## src/rtl/video_timing_gen.sv

```systemverilog
// Video timing and test-pattern generator: parametrised raster counters, pixel clock
// enable, sync/DE decode and four per-frame selectable test patterns.
module video_timing_gen #(
  parameter int unsigned H_ACTIVE = 640,
  parameter int unsigned H_FP     = 16,
  parameter int unsigned H_SYNC   = 96,
  parameter int unsigned H_BP     = 48,
  parameter int unsigned V_ACTIVE = 480,
  parameter int unsigned V_FP     = 10,
  parameter int unsigned V_SYNC   = 2,
  parameter int unsigned V_BP     = 33,
  parameter bit          HS_POL   = 1'b0,
  parameter bit          VS_POL   = 1'b0,
  parameter int unsigned CE_DIV   = 2,
  parameter int unsigned COLOR_W  = 8,
  parameter logic [7:0]  BG_LEVEL = 8'h10
) (
  input  logic               clk,
  input  logic               reset_n,
  input  logic               en,
  input  logic [1:0]         pat_sel,
  output logic               ce_pix,
  output logic               hs,
  output logic               vs,
  output logic               de,
  output logic [15:0]        x_pos,
  output logic [15:0]        y_pos,
  output logic [COLOR_W-1:0] r,
  output logic [COLOR_W-1:0] g,
  output logic [COLOR_W-1:0] b,
  output logic               frame_start,
  output logic [15:0]        frame_cnt
);
  localparam int unsigned DW = (CE_DIV > 1) ? $clog2(CE_DIV) : 1;
  localparam logic [DW-1:0] DivMax = DW'(CE_DIV - 1);
  localparam logic [15:0] HLast   = 16'(H_ACTIVE + H_FP + H_SYNC + H_BP - 1);
  localparam logic [15:0] VLast   = 16'(V_ACTIVE + V_FP + V_SYNC + V_BP - 1);
  localparam logic [15:0] HAct    = 16'(H_ACTIVE);
  localparam logic [15:0] VAct    = 16'(V_ACTIVE);
  localparam logic [15:0] HsStart = 16'(H_ACTIVE + H_FP);
  localparam logic [15:0] HsEnd   = 16'(H_ACTIVE + H_FP + H_SYNC);
  localparam logic [15:0] VsStart = 16'(V_ACTIVE + V_FP);
  localparam logic [15:0] VsEnd   = 16'(V_ACTIVE + V_FP + V_SYNC);
  localparam logic [15:0] BarLast = 16'(H_ACTIVE / 8 - 1);
  localparam logic [COLOR_W-1:0] Bg = COLOR_W'(BG_LEVEL);

  logic [DW-1:0]      div_q, div_d;
  logic               ce_q, ce_d;
  logic [15:0]        h_q, h_d, v_q, v_d;
  logic [15:0]        bar_w_q, bar_w_d;
  logic [2:0]         bar_idx_q, bar_idx_d;
  logic [1:0]         pat_q, pat_d;
  logic               hs_q, hs_d, vs_q, vs_d, de_q, de_d, fs_q, fs_d;
  logic [15:0]        x_q, x_d, y_q, y_d, fc_q, fc_d;
  logic [COLOR_W-1:0] r_q, r_d, g_q, g_d, b_q, b_d;

  logic               first, active;
  logic [1:0]         pat_cur;
  logic [COLOR_W-1:0] pr, pg, pb;

  // Pixel decode of the current (h, v); pattern for (0,0) comes straight from pat_sel
  always_comb begin
    first   = (h_q == '0) && (v_q == '0);
    active  = (h_q < HAct) && (v_q < VAct);
    pat_cur = first ? pat_sel : pat_q;
    pr = '0;
    pg = '0;
    pb = '0;
    case (pat_cur)
      2'd0: begin
        pr = Bg;
        pg = Bg;
        pb = Bg;
      end
      2'd1: begin
        pr = {COLOR_W{~bar_idx_q[1]}};
        pg = {COLOR_W{~bar_idx_q[2]}};
        pb = {COLOR_W{~bar_idx_q[0]}};
      end
      2'd2: begin
        if ((h_q[4:0] == 5'd0) || (v_q[4:0] == 5'd0)) begin
          pr = '1;
          pg = '1;
          pb = '1;
        end else begin
          pr = Bg;
          pg = Bg;
          pb = Bg;
        end
      end
      default: begin
        pr = h_q[COLOR_W-1:0];
        pg = h_q[COLOR_W-1:0];
        pb = h_q[COLOR_W-1:0];
      end
    endcase
  end

  always_comb begin
    div_d     = (div_q == DivMax) ? '0 : div_q + DW'(1);
    ce_d      = (div_d == DivMax);
    h_d       = h_q;
    v_d       = v_q;
    bar_w_d   = bar_w_q;
    bar_idx_d = bar_idx_q;
    pat_d     = pat_q;
    hs_d      = hs_q;
    vs_d      = vs_q;
    de_d      = de_q;
    x_d       = x_q;
    y_d       = y_q;
    r_d       = r_q;
    g_d       = g_q;
    b_d       = b_q;
    fs_d      = 1'b0;
    fc_d      = fc_q;
    if (ce_q) begin
      h_d = (h_q == HLast) ? '0 : h_q + 16'd1;
      if (h_q == HLast) begin
        v_d = (v_q == VLast) ? '0 : v_q + 16'd1;
      end
      // Bar index tracks h with a width counter instead of dividing h
      if (h_q == HLast) begin
        bar_w_d   = '0;
        bar_idx_d = '0;
      end else if (bar_w_q == BarLast) begin
        bar_w_d   = '0;
        bar_idx_d = bar_idx_q + 3'd1;
      end else begin
        bar_w_d = bar_w_q + 16'd1;
      end
      hs_d = ((h_q >= HsStart) && (h_q < HsEnd)) ? HS_POL : ~HS_POL;
      vs_d = ((v_q >= VsStart) && (v_q < VsEnd)) ? VS_POL : ~VS_POL;
      de_d = active;
      if (active) begin
        x_d = h_q;
        y_d = v_q;
      end
      r_d  = active ? pr : '0;
      g_d  = active ? pg : '0;
      b_d  = active ? pb : '0;
      fs_d = first;
      if (first) begin
        fc_d  = fc_q + 16'd1;
        pat_d = pat_sel;
      end
    end
  end

  always_ff @(posedge clk) begin
    if (!reset_n || !en) begin
      div_q     <= '0;
      ce_q      <= 1'b0;
      h_q       <= '0;
      v_q       <= '0;
      bar_w_q   <= '0;
      bar_idx_q <= '0;
      pat_q     <= '0;
      hs_q      <= ~HS_POL;
      vs_q      <= ~VS_POL;
      de_q      <= 1'b0;
      x_q       <= '0;
      y_q       <= '0;
      r_q       <= '0;
      g_q       <= '0;
      b_q       <= '0;
      fs_q      <= 1'b0;
      if (!reset_n) begin
        fc_q <= '0;
      end
    end else begin
      div_q     <= div_d;
      ce_q      <= ce_d;
      h_q       <= h_d;
      v_q       <= v_d;
      bar_w_q   <= bar_w_d;
      bar_idx_q <= bar_idx_d;
      pat_q     <= pat_d;
      hs_q      <= hs_d;
      vs_q      <= vs_d;
      de_q      <= de_d;
      x_q       <= x_d;
      y_q       <= y_d;
      r_q       <= r_d;
      g_q       <= g_d;
      b_q       <= b_d;
      fs_q      <= fs_d;
      fc_q      <= fc_d;
    end
  end

  assign ce_pix      = ce_q;
  assign hs          = hs_q;
  assign vs          = vs_q;
  assign de          = de_q;
  assign x_pos       = x_q;
  assign y_pos       = y_q;
  assign r           = r_q;
  assign g           = g_q;
  assign b           = b_q;
  assign frame_start = fs_q;
  assign frame_cnt   = fc_q;

endmodule

```

## config.mk

```make
export PLATFORM = sky130hd
export DESIGN_NAME = video_timing_gen
export DESIGN_NICKNAME = d
export VERILOG_FILES = /design/src/rtl/video_timing_gen.sv
export SDC_FILE = /design/constraint.sdc
export NUM_CORES = 1
export LEC_CHECK = 0
export CORE_ASPECT_RATIO = 2
export CORE_MARGIN = 2
export CORE_UTILIZATION = 59
export DETAILED_ROUTE_END_ITERATION = 10
export PLACE_DENSITY = 0.85
export SYNTH_ARGS = -nofsm -noshare
export SYNTH_HDL_FRONTEND = slang
export SYNTH_SLANG_ARGS = --single-unit
```

## constraint.sdc

```tcl
create_clock -name clk -period 5.55 [get_ports clk]
set_input_delay 1.11 -clock clk [delete_from_list [all_inputs] [get_ports clk]]
set_output_delay 1.11 -clock clk [all_outputs]
set_load 0.1 [all_outputs]
```

======== After elaboration in Yosys (flattened, before gate mapping) ========
Index checks and enable logic that the tools add are counted.
storage, ports and cells
  output and inout bits ................... 77
  logic and storage cells ................. 80
  bits of input ports ..................... 5
  register bits after elaboration ......... 130
cells by class
  bitwise gates (word level) .............. 4
  muxes and demuxes ....................... 20
  magnitude comparators ................... 6
  add/sub/neg operators ................... 6
  equal/unequal tests ..................... 6
  reductions and logical operators ........ 22
operators by type and width
  cell                                                   number
  2-to-1 mux 16 bit                                      8
  one-hot mux 8 bit (3 select lines)                     3
  adder 16 x 1 -> 16 bit, second input constant          4
  equality test 16 x 10 -> 1 bit, second input constant  2
  zero test 16 bit                                       2
  < comparator 16 x 10 -> 1 bit, second input constant   2
  < comparator 16 x 9 -> 1 bit, second input constant    2
  2-to-1 mux 8 bit                                       4
  equality test 16 x 7 -> 1 bit, second input constant   1
  >= comparator 16 x 10 -> 1 bit, second input constant  1
  >= comparator 16 x 9 -> 1 bit, second input constant   1
  zero test 5 bit                                        2
  2-to-1 mux 3 bit                                       2
  AND reduction 2 bit                                    3
  nonzero test 2 bit                                     3
  logical AND 1 bit                                      4
  NOT 1 bit                                              4
  OR reduction 2 bit                                     2
  adder 3 x 1 -> 3 bit, second input constant            1
  AND reduction 3 bit                                    1
  equality test 2 x 1 -> 1 bit, second input constant    1
  equality test 2 bit, second input constant             1
  zero test 1 bit                                        2
  zero test 2 bit                                        1
  5 further kinds                                        7

======== Longest topological paths before layout ========
  word-level depth ........................ 6
  mapped depth ............................ 9

======== Worst setup path after synthesis ========
OpenSTA, ideal clock, no wires.
  path kind ............................... register to register
  from .................................... reg fc_q[3], in the netlist frame_cnt[3]
  to ...................................... reg fc_q[15], in the netlist frame_cnt[15] (data pin)
  arrival ................................. 2.603 ns
  stages on the path, launching flop included .. 6
  setup time .............................. 0.147 ns
  slack ................................... 2.800 ns
  buffers on the path ..................... 0
  period minus slack after synthesis ...... 2.750 ns
  cell sequence ........................... edfxtp_1 and4_1 and4_1 nand4_1 or4b_2 a21oi_1
on the way
  cells in the longest elaborated chain, start to end .. 4
ends and longest elaborated chain
  what                    line  RTL
  from (decl)             54    logic [15:0] x_q, x_d, y_q, y_d, fc_q, fc_d;
  from (signal assigned)  169   fc_q <= '0;
  from (signal assigned)  188   fc_q <= fc_d;
  adder 16 x 1 -> 16 bit  144   fc_d = fc_q + 16'd1;
  2-to-1 mux 16 bit       143   if (first) begin
  2-to-1 mux 16 bit       117   if (ce_q) begin
  2-to-1 mux 16 bit       151   if (!reset_n || !en) begin
No other way between the ends. The select of a mux whose other input is x is not followed.
A chain may end at the register's enable or synchronous reset.

======== Final worst setup path ========
  from .................................... in reset_n
  to ...................................... reg fc_q[10], in the netlist frame_cnt[10], enable pin
on the way
  cells in the longest elaborated chain, start to end .. 4
  elaborated cells between the ends (all ways) .. 6
  classes of those cells .................. eq/ne (1); reduce/logical (5)
ends and longest elaborated chain
  what                                                                          line  RTL
  from (decl)                                                                   19    input logic reset_n,
  zero test 1 bit                                                               n/a
  logical OR 1 bit                                                              151
  inequality test 2 bit (no source line) or nonzero test 2 bit (tied branches)  n/a
  AND reduction 3 bit (no source line) (*)                                      n/a
Mark *: on every way between the ends. The rest lies on a longest branch, timed or not.

==> impl_metrics.yaml <==
status:
  status: "complete, no violations"
setup_path:
  path_delay_family: "simple AND/OR/NAND/NOR gates"
  worstPathCellList: "clkdlybuf4s50_1 > and2_1 > nand2_1 > nor4_1 > nand2b_1"
  slowest_delay_ns: 0.64
  crit_fanout: 21
  crit_required_ns: 5.60
  critPathCaptureType: "flop"
  crit_type: "in2reg"
  cp-start-kind: "input port"
  slowest_stage: "nand2b_1"
  arrival_ns: 3.41
  worst-path-buf-inv: 1
clock_tree:
  root_buffer: "clkbuf_16"
  clk_latency_ns: 0.42
  numCtsBuffers: 17
  postCtsHoldBufs: 0
  cts.path.max_buffers: 2
  cts.sinks: 130
  clkTransAtPathRegs_ns: 0.06
  cts_htree_levels: 4
  cts_tree: "done"
  cts_setup_buffers: 0
  cts-resized-gates: 0
synthesis:
  ys_ff_latch: 130
  yosysUniqueCellTypes: 47
  synth-xor-area-share_pct: 7.40
  synthAdderAreaFrac_pct: 1.51
  synth_compound_area_share_pct: 12.3
  synth_seq_area_share_pct: 47.7
  synth_top_family_by_area: "simple AND/OR/NAND/NOR gates"
  synthCells: 667
  muxShareOfSynthArea_pct: 1.23
  yosys.area_share.simple_pct: 26.2
  yosysWarnings: 0
  syn_nets: 679
  synth_area_mm2: 0.00580
  syn_area_per_cell_um2: 8.69
finish:
  register_area_mm2: 0.00276
  areaGrowthSynthToFinish_pct: 24.8
  diodes: 0
  n_fill_cell: 693
  drive_gt1_share_pct: 6.62
  layout.nets: 740
  finish.utilization_pct: 75.1
  layout_commonest_cell: "dfxtp_1"
  final_cell_mix: "dfxtp_1, nand2_1, clkdlybuf4s50_1, a21oi_1, nor2_1"
  multi_input_area_mm2: 0.00282
route:
  route.detailed.drc: 0
  first_pass_iters: 5
  via_per_inst: 5.95
  routed_wl_um: 14400
  drt_iter0_markers: 375
  drtAntennaViolNets: 0
  routedWlPerCell_um: 16.5
  via_count: 5192
sta:
  slew_viol_final: 0
  relSlewSlack_pct: 33.3
  tightest_slew_ns: 0.997
  period_needed_ns: 3.37
  final.setup.worst_slack_ns: 2.18
  rsz0062_at_grt: "no"
  fmax_mhz: 297
  setup_tns_ns: 0
  worst_clock_skew_ns: 0.00811
  timing.final.crit_share_pct: 60.7
  final_hold_viol_count: 0
  setup_viol: 0
die:
  die_w_um: 74.1
  die_area_mm2: 0.0107
  core-area_mm2: 0.00964
  fp.dieH_um: 144
  start_util_pct: 60.2
  std_cell_rows: 51
  io_pins: 82
placed_design:
  dp_slack_ns: 1.81
  gp_congestion: 0.908
  hpwlAfterDp_um: 10000
  port_buffers: 81
grt:
  grt_max_degree: 55
  grt-ovfl-total: 0
  grt_usage_pct: 27.8
  antenna_found_initial: 0
  grt_pass1_vias: 4902
  grt_pass1_wl_um: 22900
power:
  netSwitchingFraction_pct: 24.3
  power_frac_clock_pct: 49.4
  pwr-share-comb_pct: 7.9
  internal-power_mw: 1.74
  p_leak_nw: 2.54
  switching_power_mw: 0.558
  power.density_mw_per_mm2: 318
  seqPwrFrac_pct: 42.7
  ir_drop_v: 0.000242
worst_hold_path:
  worstHoldPathType: "reg2reg"
run:
  maxCapViolCount: 0
==> metrics by stage <==
stage / instance area (µm²) / hold WS, ns / power (mW) / std cells
floorplan: 5800 / 0.448 / 1.14 / 667
global placement: 6630 / 0.441 / 1.18 / 841
detailed placement: 6630 / 0.444 / 1.18 / 841
CTS: 7230 / 0.453 / 2.31 / 872
global route: 7230 / 0.466 / 2.36 / 872
finish: 7230 / 0.452 / 2.30 / 872
==> sequential cells by signal, indices dropped and copies added, names as in the netlist, 2 cells and up <==
| signal | count |
|---|---|
| b | 8 |
| bar_idx_q | 3 |
| bar_w_q | 16 |
| frame_cnt | 16 |
| g | 8 |
| h_q | 16 |
| pat_q | 2 |
| r | 8 |
| v_q | 16 |
| x_pos | 16 |
| y_pos | 16 |
==> cell families (layout without fill, tap and decap cells) <==
group / Yosys count / in the layout
adders and majority gates: 7 / 7
DFF: 130 / 130
AOI/OAI and AO/OA: 119 / 119
muxes: 7 / 7
and+or+nand+nor: 300 / 300
buffers and inverters: 55 / 128
xor gates and xnor gates: 49 / 49
==> power groups by stage <==
stage               logic (mW)  registers (mW)  clock network [mW]
finish                   0.182           0.981                1.14
global placement         0.178           0.999                   0
CTS                      0.182           0.981                1.14
detailed placement       0.181            1.00                   0
floorplan               0.0504            1.09                   0
global route             0.190           0.982                1.18
==> metal layers <==
metal  track usage (%)  share of wire, %
met5                 0                 0
met4              14.9               3.6
met3              5.99               5.3
met2              49.7                54
met1              29.4                37
==> cells in the mapped netlist (all sizes together) <==
master	count	area [µm²]
clkbuf	34	128
nor3b	1	7.51
xnor2	24	210
o31ai	1	7.51
o21ai	15	75.1
nor4b	2	23.8
nor2b	1	6.26
nor3	18	101
and4	9	78.8
a211oi	4	30.0
a21oi	61	305
a22o	4	35.0
nand3	28	145
nand2	100	375
nor2	60	228
mux2	1	11.3
ha	7	87.6
nand4	23	150
or3	3	18.8
a31oi	5	31.3
a41oi	2	17.5
dfxtp	114	2280
xor2	25	219
inv	12	45.0
or4b	2	20.0
edfxtp	16	480
nor4	14	115
buf	9	45.0
a22oi	24	180
or2	1	6.26
o311ai	1	8.76
or4	2	15.0
a21bo	2	20.0
and3	25	156
nand2b	7	43.8
and2	3	18.8
nand3b	1	7.51
mux2i	6	60.1
==> final timing paths <==
path            start       endpoint  slack, ns  cells past startpoint
max reg2reg    h_q[0]           b[3]       2.66                      7
min reg2reg  y_pos[6]       y_pos[6]       0.45                      2
min          y_pos[6]       y_pos[6]       0.45                      2
max           reset_n  frame_cnt[10]       2.18                      5
==> worst min-delay path, stage by stage, from the launching register on <==
cell and delay [ns]:
dfxtp_1 0.31, nand2_1 0.05, a21oi_1 0.05
==> layout make-up <==
type | instances | share of cell area, %
Multi-Input combinational cell | 482 | 38.9
Sequential cell | 130 | 38.2
Timing Repair Buffer | 85 | 11.6
Clock buffer | 21 | 6.50
Tap cell | 132 | 2.28
Clock inverter | 10 | 1.83
Inverter | 12 | 0.623
No activity file was read; power rests on OpenSTA's default activity.
